==> src/rtl/ahb_apb_arbiter_pkg.sv <==
// Shared AHB definitions used by the two-master AHB-to-APB-bridge arbiter.
// Transfer-type and response encodings, plus master identifiers.
package ahb_apb_arbiter_pkg;

    localparam logic [1:0] HTRANS_IDLE   = 2'b00;
    localparam logic [1:0] HTRANS_BUSY   = 2'b01;
    localparam logic [1:0] HTRANS_NONSEQ = 2'b10;
    localparam logic [1:0] HTRANS_SEQ    = 2'b11;

    localparam logic HRESP_OKAY  = 1'b0;
    localparam logic HRESP_ERROR = 1'b1;

    typedef enum logic {
        MST0 = 1'b0,
        MST1 = 1'b1
    } mst_e;

    // NONSEQ and SEQ both carry htrans[1]=1
    function automatic logic is_req(input logic hsel, input logic [1:0] htrans);
        return hsel & htrans[1];
    endfunction

endpackage

==> src/rtl/ahb_arb_pick.sv <==
// Next-owner decision for the two-master arbiter, including the round-robin
// pointer that remembers who owned the last accepted transfer.
module ahb_arb_pick
    import ahb_apb_arbiter_pkg::*;
#(
    parameter int RR_EN = 1
) (
    input  logic HCLK,
    input  logic HRESETn,
    input  logic grant,
    input  logic req0,
    input  logic req1,
    input  logic owner_lock,
    input  logic parked,
    input  logic s_hready,
    output logic next_grant,
    output logic owner_go,
    output logic yield_owner
);

    logic last_owner;
    logic owner_req;
    logic other_req;
    logic winner;
    logic contest;

    // A contest is a simultaneous request arriving while the owner sat idle
    // and unlocked; a losing owner is held off so the winner goes first.
    always_comb begin
        owner_req   = grant ? req1 : req0;
        other_req   = grant ? req0 : req1;
        winner      = (RR_EN != 0) ? ~last_owner : MST0;
        contest     = req0 & req1 & parked & ~owner_lock;
        yield_owner = contest & (winner != grant);
        owner_go    = owner_req & ~yield_owner;
        next_grant  = grant;
        if (s_hready && !owner_go && !owner_lock && other_req)
            next_grant = ~grant;
    end

    always_ff @(posedge HCLK or negedge HRESETn) begin
        if (!HRESETn)
            last_owner <= MST0;
        else if (s_hready && owner_go)
            last_owner <= grant;
    end

endmodule

==> src/rtl/ahb_apb_arbiter.sv <==
// Two-master AHB arbiter in front of a single APB bridge slave port:
// zero-latency address muxing, data-phase tracking and response routing.
module ahb_apb_arbiter
    import ahb_apb_arbiter_pkg::*;
#(
    parameter int RR_EN  = 1,
    parameter int ADDR_W = 36
) (
    input  logic              HCLK,
    input  logic              HRESETn,
    input  logic              m0_hsel,
    input  logic [ADDR_W-1:0] m0_haddr,
    input  logic [1:0]        m0_htrans,
    input  logic              m0_hwrite,
    input  logic [2:0]        m0_hsize,
    input  logic [2:0]        m0_hburst,
    input  logic              m0_hmastlock,
    input  logic [63:0]       m0_hwdata,
    output logic              m0_hready,
    output logic              m0_hresp,
    output logic [63:0]       m0_hrdata,
    input  logic              m1_hsel,
    input  logic [ADDR_W-1:0] m1_haddr,
    input  logic [1:0]        m1_htrans,
    input  logic              m1_hwrite,
    input  logic [2:0]        m1_hsize,
    input  logic [2:0]        m1_hburst,
    input  logic              m1_hmastlock,
    input  logic [63:0]       m1_hwdata,
    output logic              m1_hready,
    output logic              m1_hresp,
    output logic [63:0]       m1_hrdata,
    output logic              s_hsel,
    output logic [ADDR_W-1:0] s_haddr,
    output logic [1:0]        s_htrans,
    output logic              s_hwrite,
    output logic [2:0]        s_hsize,
    output logic [2:0]        s_hburst,
    output logic              s_hmastlock,
    output logic [63:0]       s_hwdata,
    input  logic              s_hready,
    input  logic              s_hresp,
    input  logic [63:0]       s_hrdata,
    output logic              grant
);

    logic req0, req1;
    logic owner_lock;
    logic next_grant, owner_go, yield_owner;
    logic dp_valid, dp_owner;
    logic go;

    assign req0       = is_req(m0_hsel, m0_htrans);
    assign req1       = is_req(m1_hsel, m1_htrans);
    assign owner_lock = grant ? m1_hmastlock : m0_hmastlock;

    ahb_arb_pick #(.RR_EN(RR_EN)) u_pick (
        .HCLK        (HCLK),
        .HRESETn     (HRESETn),
        .grant       (grant),
        .req0        (req0),
        .req1        (req1),
        .owner_lock  (owner_lock),
        .parked      (~dp_valid),
        .s_hready    (s_hready),
        .next_grant  (next_grant),
        .owner_go    (owner_go),
        .yield_owner (yield_owner)
    );

    // Nothing may reach the slave while reset is held
    assign go = owner_go & HRESETn;

    always_ff @(posedge HCLK or negedge HRESETn) begin
        if (!HRESETn) begin
            grant    <= MST0;
            dp_valid <= 1'b0;
            dp_owner <= MST0;
        end else if (s_hready) begin
            grant    <= next_grant;
            dp_valid <= go;
            dp_owner <= grant;
        end
    end

    always_comb begin
        s_hsel      = go;
        s_htrans    = HTRANS_IDLE;
        s_haddr     = grant ? m1_haddr     : m0_haddr;
        s_hwrite    = grant ? m1_hwrite    : m0_hwrite;
        s_hsize     = grant ? m1_hsize     : m0_hsize;
        s_hburst    = grant ? m1_hburst    : m0_hburst;
        s_hmastlock = grant ? m1_hmastlock : m0_hmastlock;
        if (go)
            s_htrans = grant ? m1_htrans : m0_htrans;
        if (dp_valid)
            s_hwdata = dp_owner ? m1_hwdata : m0_hwdata;
        else
            s_hwdata = grant ? m1_hwdata : m0_hwdata;
    end

    // Data-phase owner sees the slave's ready first; a waiting requester is stalled
    always_comb begin
        m0_hready = 1'b1;
        m1_hready = 1'b1;
        if (HRESETn) begin
            if (dp_valid && dp_owner == MST0)         m0_hready = s_hready;
            else if (grant == MST0 && !yield_owner)   m0_hready = s_hready;
            else if (req0)                            m0_hready = 1'b0;
            if (dp_valid && dp_owner == MST1)         m1_hready = s_hready;
            else if (grant == MST1 && !yield_owner)   m1_hready = s_hready;
            else if (req1)                            m1_hready = 1'b0;
        end
    end

    assign m0_hresp  = (dp_valid && dp_owner == MST0) ? s_hresp : HRESP_OKAY;
    assign m1_hresp  = (dp_valid && dp_owner == MST1) ? s_hresp : HRESP_OKAY;
    assign m0_hrdata = s_hrdata;
    assign m1_hrdata = s_hrdata;

endmodule

==> config.mk <==
export PLATFORM = sky130hd
export DESIGN_NAME = ahb_apb_arbiter
export DESIGN_NICKNAME = d
export VERILOG_FILES = /design/src/rtl/ahb_apb_arbiter_pkg.sv /design/src/rtl/ahb_arb_pick.sv /design/src/rtl/ahb_apb_arbiter.sv
export SDC_FILE = /design/constraint.sdc
export NUM_CORES = 1
export LEC_CHECK = 0
export CELL_PAD_IN_SITES_DETAIL_PLACEMENT = 0
export CELL_PAD_IN_SITES_GLOBAL_PLACEMENT = 1
export CORE_AREA = 2 2 210 212
export CTS_BUF_LIST = sky130_fd_sc_hd__clkbuf_16
export CTS_CLUSTER_SIZE = 28
export DETAILED_ROUTE_END_ITERATION = 6
export DIE_AREA = 0 0 212 214
export GPL_ROUTABILITY_DRIVEN = 0
export PLACE_DENSITY_LB_ADDON = 0.1
export SYNTH_ARGS = -nofsm -noshare
export SYNTH_HDL_FRONTEND = slang
export SYNTH_SLANG_ARGS = --single-unit
==> constraint.sdc <==
create_clock -name HCLK -period 3.3 [get_ports HCLK]
set_clock_uncertainty 0.05 [all_clocks]
set_input_delay 0.66 -clock HCLK [delete_from_list [all_inputs] [get_ports HCLK]]
set_output_delay 0.66 -clock HCLK [all_outputs]
set_load 0.05 [all_outputs]
## Word level (Yosys, flattened, before mapping)

Cells that the tools add are included.

| storage, ports and cells | value |
|---|---|
| input port bits | 290 |
| logic and storage cells | 53 |
| bits in registers | 4 |

| cells by class | value |
|---|---|
| muxes and demuxes | 22 |
| eq/ne operators | 1 |
| bitwise gates (word level) | 14 |
| reduce and logical (&&, ||, !) cells | 12 |

Operator list:

| cell | count |
|---|---|
| $mux W64 | 3 |
| $mux W36 | 1 |
| $mux W1 | 14 |
| $and A1 B1 Y1 | 8 |
| $logic_and A1 B1 Y1 | 8 |
| $mux W3 | 2 |
| $not A1 Y1 | 6 |
| $mux W2 | 2 |
| $logic_not A1 Y1 | 3 |
| $reduce_and A2 Y1 | 1 |
| $ne A1 B1 Y1 | 1 |

## Longest topological paths before layout

Gate-level depths: netlist of the first run.

| logic depth | value |
|---|---|
| word-level depth | 12 |
| mapped depth | 5 |

## Cells and area by module

Synthesis of the first run repeated with hierarchy kept, for this count alone.

| second synthesis, totals | value |
|---|---|
| cell total of the unflattened synthesis | 295 |
| area total of the unflattened synthesis | 2707.6 sq um |

By module, submodules not included:

| module | area each (sq um) | cells each | seq. area each (sq um) | times used |
|---|---|---|---|---|
| ahb_apb_arbiter | 2560.0 | 275 | 75.1 | 1 |
| ahb_arb_pick | 147.6 | 20 | 25.0 | 1 |

## Worst setup path before layout of the first run

OpenSTA, ideal clock, no wires.

| timing path | value |
|---|---|
| path type | register to output |
| from | register grant |
| to | output s_htrans[0] |
| cell stages (with the launch flop) | 4 |
| arrival time | 2.388 ns |
| setup slack | 0.202 ns |
| required time | 2.590 ns |
| cells stage by stage | dfrtp_1 mux2_2 a211oi_2 nor3_1 |

| on the way | value |
|---|---|
| longest elaborated chain between the ends | 8 |
| elaborated cells on any way between the ends | 11 |
| those cells by class | eq/ne: 1; mux: 4; bitwise: 6 |

Ends and longest elaborated chain:

| what | line | RTL |
|---|---|---|
| start, declared | ahb_apb_arbiter.sv:44 | `output logic grant` |
| start signal, assigned | ahb_apb_arbiter.sv:80 | `grant <= next_grant;` |
| $mux W1 | - |  |
| net s_hmastlock | ahb_apb_arbiter.sv:39 | `output logic s_hmastlock,` |
| $not A1 Y1 | ahb_arb_pick.sv:33 | `contest = req0 & req1 & parked & ~owner_lock;` |
| $and A1 B1 Y1 | ahb_arb_pick.sv:33 |  |
| $and A1 B1 Y1 | ahb_arb_pick.sv:34 | `yield_owner = contest & (winner != grant);` |
| $not A1 Y1 | ahb_arb_pick.sv:35 | `owner_go = owner_req & ~yield_owner;` |
| $and A1 B1 Y1 | ahb_arb_pick.sv:35 |  |
| $and A1 B1 Y1 | ahb_apb_arbiter.sv:72 | `assign go = owner_go & HRESETn;` |
| $mux W2 | ahb_apb_arbiter.sv:94 | `if (go)` |
| end, declared | ahb_apb_arbiter.sv:35 | `output logic [1:0] s_htrans,` |

The timed path passes the listed nets, and every way through them passes these cells.

## Worst setup path after layout of the first run

| timing path | value |
|---|---|
| from | register dp_owner |
| to | output s_hwdata[19] |

| on the way | value |
|---|---|
| longest elaborated chain between the ends | 2 |

Ends and longest elaborated chain:

| what | line | RTL |
|---|---|---|
| start, declared | ahb_apb_arbiter.sv:50 | `logic dp_valid, dp_owner;` |
| start signal, assigned | ahb_apb_arbiter.sv:82 | `dp_owner <= grant;` |
| $mux W64 | ahb_apb_arbiter.sv:97 | `s_hwdata = dp_owner ? m1_hwdata : m0_hwdata;` |
| $mux W64 | ahb_apb_arbiter.sv:96 | `if (dp_valid)` |
| end, declared | ahb_apb_arbiter.sv:40 | `output logic [63:0] s_hwdata,` |

Every way passes these cells.

==> flow_metrics.py, run 1 <==
metrics = {
    "placement": {
        "placedCellCount": 1088,
        "port_buffers": 341,
        "place_area_um2": 5670,
        "dpl_worst_slack_ps": 404,
        "dp_hpwl_um": 12500,
    },
    "clock_tree": {
        "cts_tree": "built",
        "cts_hold_buf": 0,
        "htreeDepth": 1,
        "cts_resized": 0,
        "cts_sinks": 4,
        "cts_setup_buffers": 0,
        "clockRootBuffer": "clkbuf_16",
        "clkSlewWorstSetupHoldPaths_ps": 30,
        "insertion_delay_ps": 230,
        "cts_buffers": 3,
        "cts_max_path_buffers": 2,
    },
    "layout": {
        "diodes": 0,
        "drive_gt1_share_pct": 35.9,
        "postLayoutCellArea_um2": 5750,
        "fin_util_pct": 13.4,
        "area_growth_syn_to_layout_pct": 115,
        "instances_no_fill": 1092,
        "nNetsFinal": 798,
    },
    "routing": {
        "drt-wirelength-per-cell_um": 13.0,
        "dr_total_vias": 2920,
        "ant_nets": 0,
        "routed_wl_um": 14200,
        "drtIter0Drc": 39,
        "firstDrtPassIters": 4,
        "route.detailed.drc": 0,
        "viasPerCell": 2.67,
    },
    "timing": {
        "setup_ws_ps": 349,
        "relSlewSlack_pct": 62.5,
        "tightestPinTransition_ps": 561,
        "max_freq_ghz": 0.339,
        "hold_viol": 0,
        "slew_violations": 0,
        "timing.hold.ws_ps": 633,
        "rsz0062_at_grt": "false",
        "min_period_ps": 2950,
        "fin_crit_sh_pct": 89.4,
        "setup_viol": 0,
        "finalSetupTns_ps": 0,
    },
    "floorplan": {
        "die-area_um2": 45400,
        "start_util_pct": 6.22,
        "coreArea_um2": 42900,
        "rows": 76,
        "pin_count": 534,
        "die_h_um": 214,
        "die_x_um": 212,
    },
    "yosys": {
        "ys_warn_count": 0,
        "syn_area_per_cell_um2": 8.99,
        "synth_cell_types": 32,
        "syn_nets": 587,
        "synth.area.top_cells": "mux2_2 43%, buf_4 37%, dfrtp_1 3.8%",
        "yosysTopAreaCell": "mux2_2",
        "netlist_instances": 297,
        "synth_top_area_share_pct": 43.5,
        "ys_seq_area_share_pct": 3.75,
        "synth_ff_type": "dfrtp_1",
        "synthArstFlopShare_pct": 100,
        "syn_area_um2": 2670,
        "synth_edf_count": 0,
        "ys_seq_elements": 4,
    },
    "worst_setup_path": {
        "start_kind": "flip-flop",
        "crit_type": "flip-flop to output pin",
        "crit_fanout": 8,
        "arrival_ps": 2240,
        "crit_required_ps": 2590,
        "crit_path_end_kind": "output pin",
        "r2r_slack_ps": 1490,
    },
    "power_and_ir_drop": {
        "p_per_area_nw_per_um2": 358,
        "combPwrFrac_pct": 87.4,
        "p_int_uw": 967,
        "peakVddDrop_mv": 0.119,
        "power.leakage_nw": 2.06,
        "pwr-share-seq_pct": 3.2,
        "p_clk_share_pct": 9.4,
        "switchingPower_mw": 1.09,
        "p_sw_share_pct": 53.0,
        "finalPower_mw": 2.06,
    },
    "grt": {
        "grt_start_max_net_pins": 59,
        "grt_pass1_vias": 3174,
        "grt_pass1_wl_um": 19400,
        "grt_use_total_pct": 5.66,
        "antenna_found_initial": 0,
        "grt_overflow_total": 0,
    },
    "hold_path": {
        "hold_path_class": "flip-flop to flip-flop",
    },
    "status": {
        "status": "finished, final reports clean",
    },
    "flow_run": {
        "cap_violations": 0,
    },
}
==> synthesized netlist by cell type, types with 2 or more instances <==
cell type  number
mux2_2        103
nand3_1         2
a31oi_1         2
o31ai_1         2
buf_6           5
mux2_1          5
a21oi_1         4
and3_1          3
buf_2           5
o221ai_1        2
buf_4         130
inv_1           5
nor2_1          3
nand2_1         4
dfrtp_1         4
nor3_1          2
==> area by class of cell <==
class	count	area, µm²
Clock buffer	3	75.1
Multi-Input combinational cell	147	1490
Inverter	5	18.8
Clock inverter	1	3.75
Timing Repair Buffer	347	3330
Fill cell	4900	37100
Tap cell	585	732
Sequential cell	4	101
==> state kept, by name, summed over array words and instances (netlist names) <==
| register | count |
|---|---|
| grant | 1 |
| dp_owner | 1 |
| dp_valid | 1 |
| u_pick.last_owner | 1 |
==> kinds of logic after synthesis <==
group	Yosys count	synth area share (%)
multiplexers	110	46.8
AND/OR/NAND/NOR	21	4.41
XOR/XNOR	1	0.328
buffers and inverters	146	40.5
flip-flops	4	3.75
AO/OA/AOI/OAI	15	4.27
==> layout by cell type, fill, tap and decap left out, drive strengths merged <==
master         count
a211oi             1
a21oi              4
a31oi              2
and3               3
and3b              1
buf               72
clkbuf             3
clkdlybuf4s50    275
dfrtp              4
inv                6
mux2             108
mux2i              2
nand2              4
nand2b             1
nand3              2
nand3b             1
nand4              1
nand4bb            1
nor2               3
nor2b              1
nor3               2
nor4               1
o21ai              2
o221ai             2
o311a              1
o31ai              2
o41ai              1
xor2               1
==> worst paths after layout <==
path	to	startpoint	depth (start not counted)
max reg2reg	grant	grant	4
max	s_hwdata[19]	dp_owner	3
min	u_pick.last_owner	u_pick.last_owner	2
max in group asynchronous	grant	HRESETn	2
min in group asynchronous	u_pick.last_owner	HRESETn	2
min reg2reg	u_pick.last_owner	u_pick.last_owner	2
==> power groups by stage <==
stage	clock, mW	combinational [mW]	sequential [mW]
floorplan	0	1.53	0.0708
global placement	0	1.84	0.0671
detailed placement	0	1.82	0.0673
CTS	0.199	1.83	0.0669
global route	0.202	1.88	0.0677
finish	0.194	1.80	0.0663
==> routing by layer <==
metal  track usage, %  share of wire, %  vias to the layer above  routed length [µm]
met4             1.48               1.4                        0                 192
met2             10.4                49                      292                7020
met1             5.34                34                     1298                4860
met5                0                 0                        -                   0
met3             3.24                15                        8                2130
li1                 -                 -                     1322                   -
==> worst max-delay path: stages (launching register included) <==
cell and delay, ps:
dfrtp_1 470, mux2i_4 430, mux2_2 390, clkdlybuf4s50_1 720
Power figures use the tool's default switching activity.
==> run 2, diff against run 1 <==
Settings changed: HOLD_SLACK_MARGIN set to 0.12, TNS_END_PERCENT set to 50.
==> results of run 2 <==
The final DEF is identical to that of run 1; final timing and power are the same.
==> run 3, diff against run 2 <==
Settings changed: TNS_END_PERCENT 50 to unset.
==> results of run 3 <==
The final DEF is identical to that of run 1; final timing and power are the same.
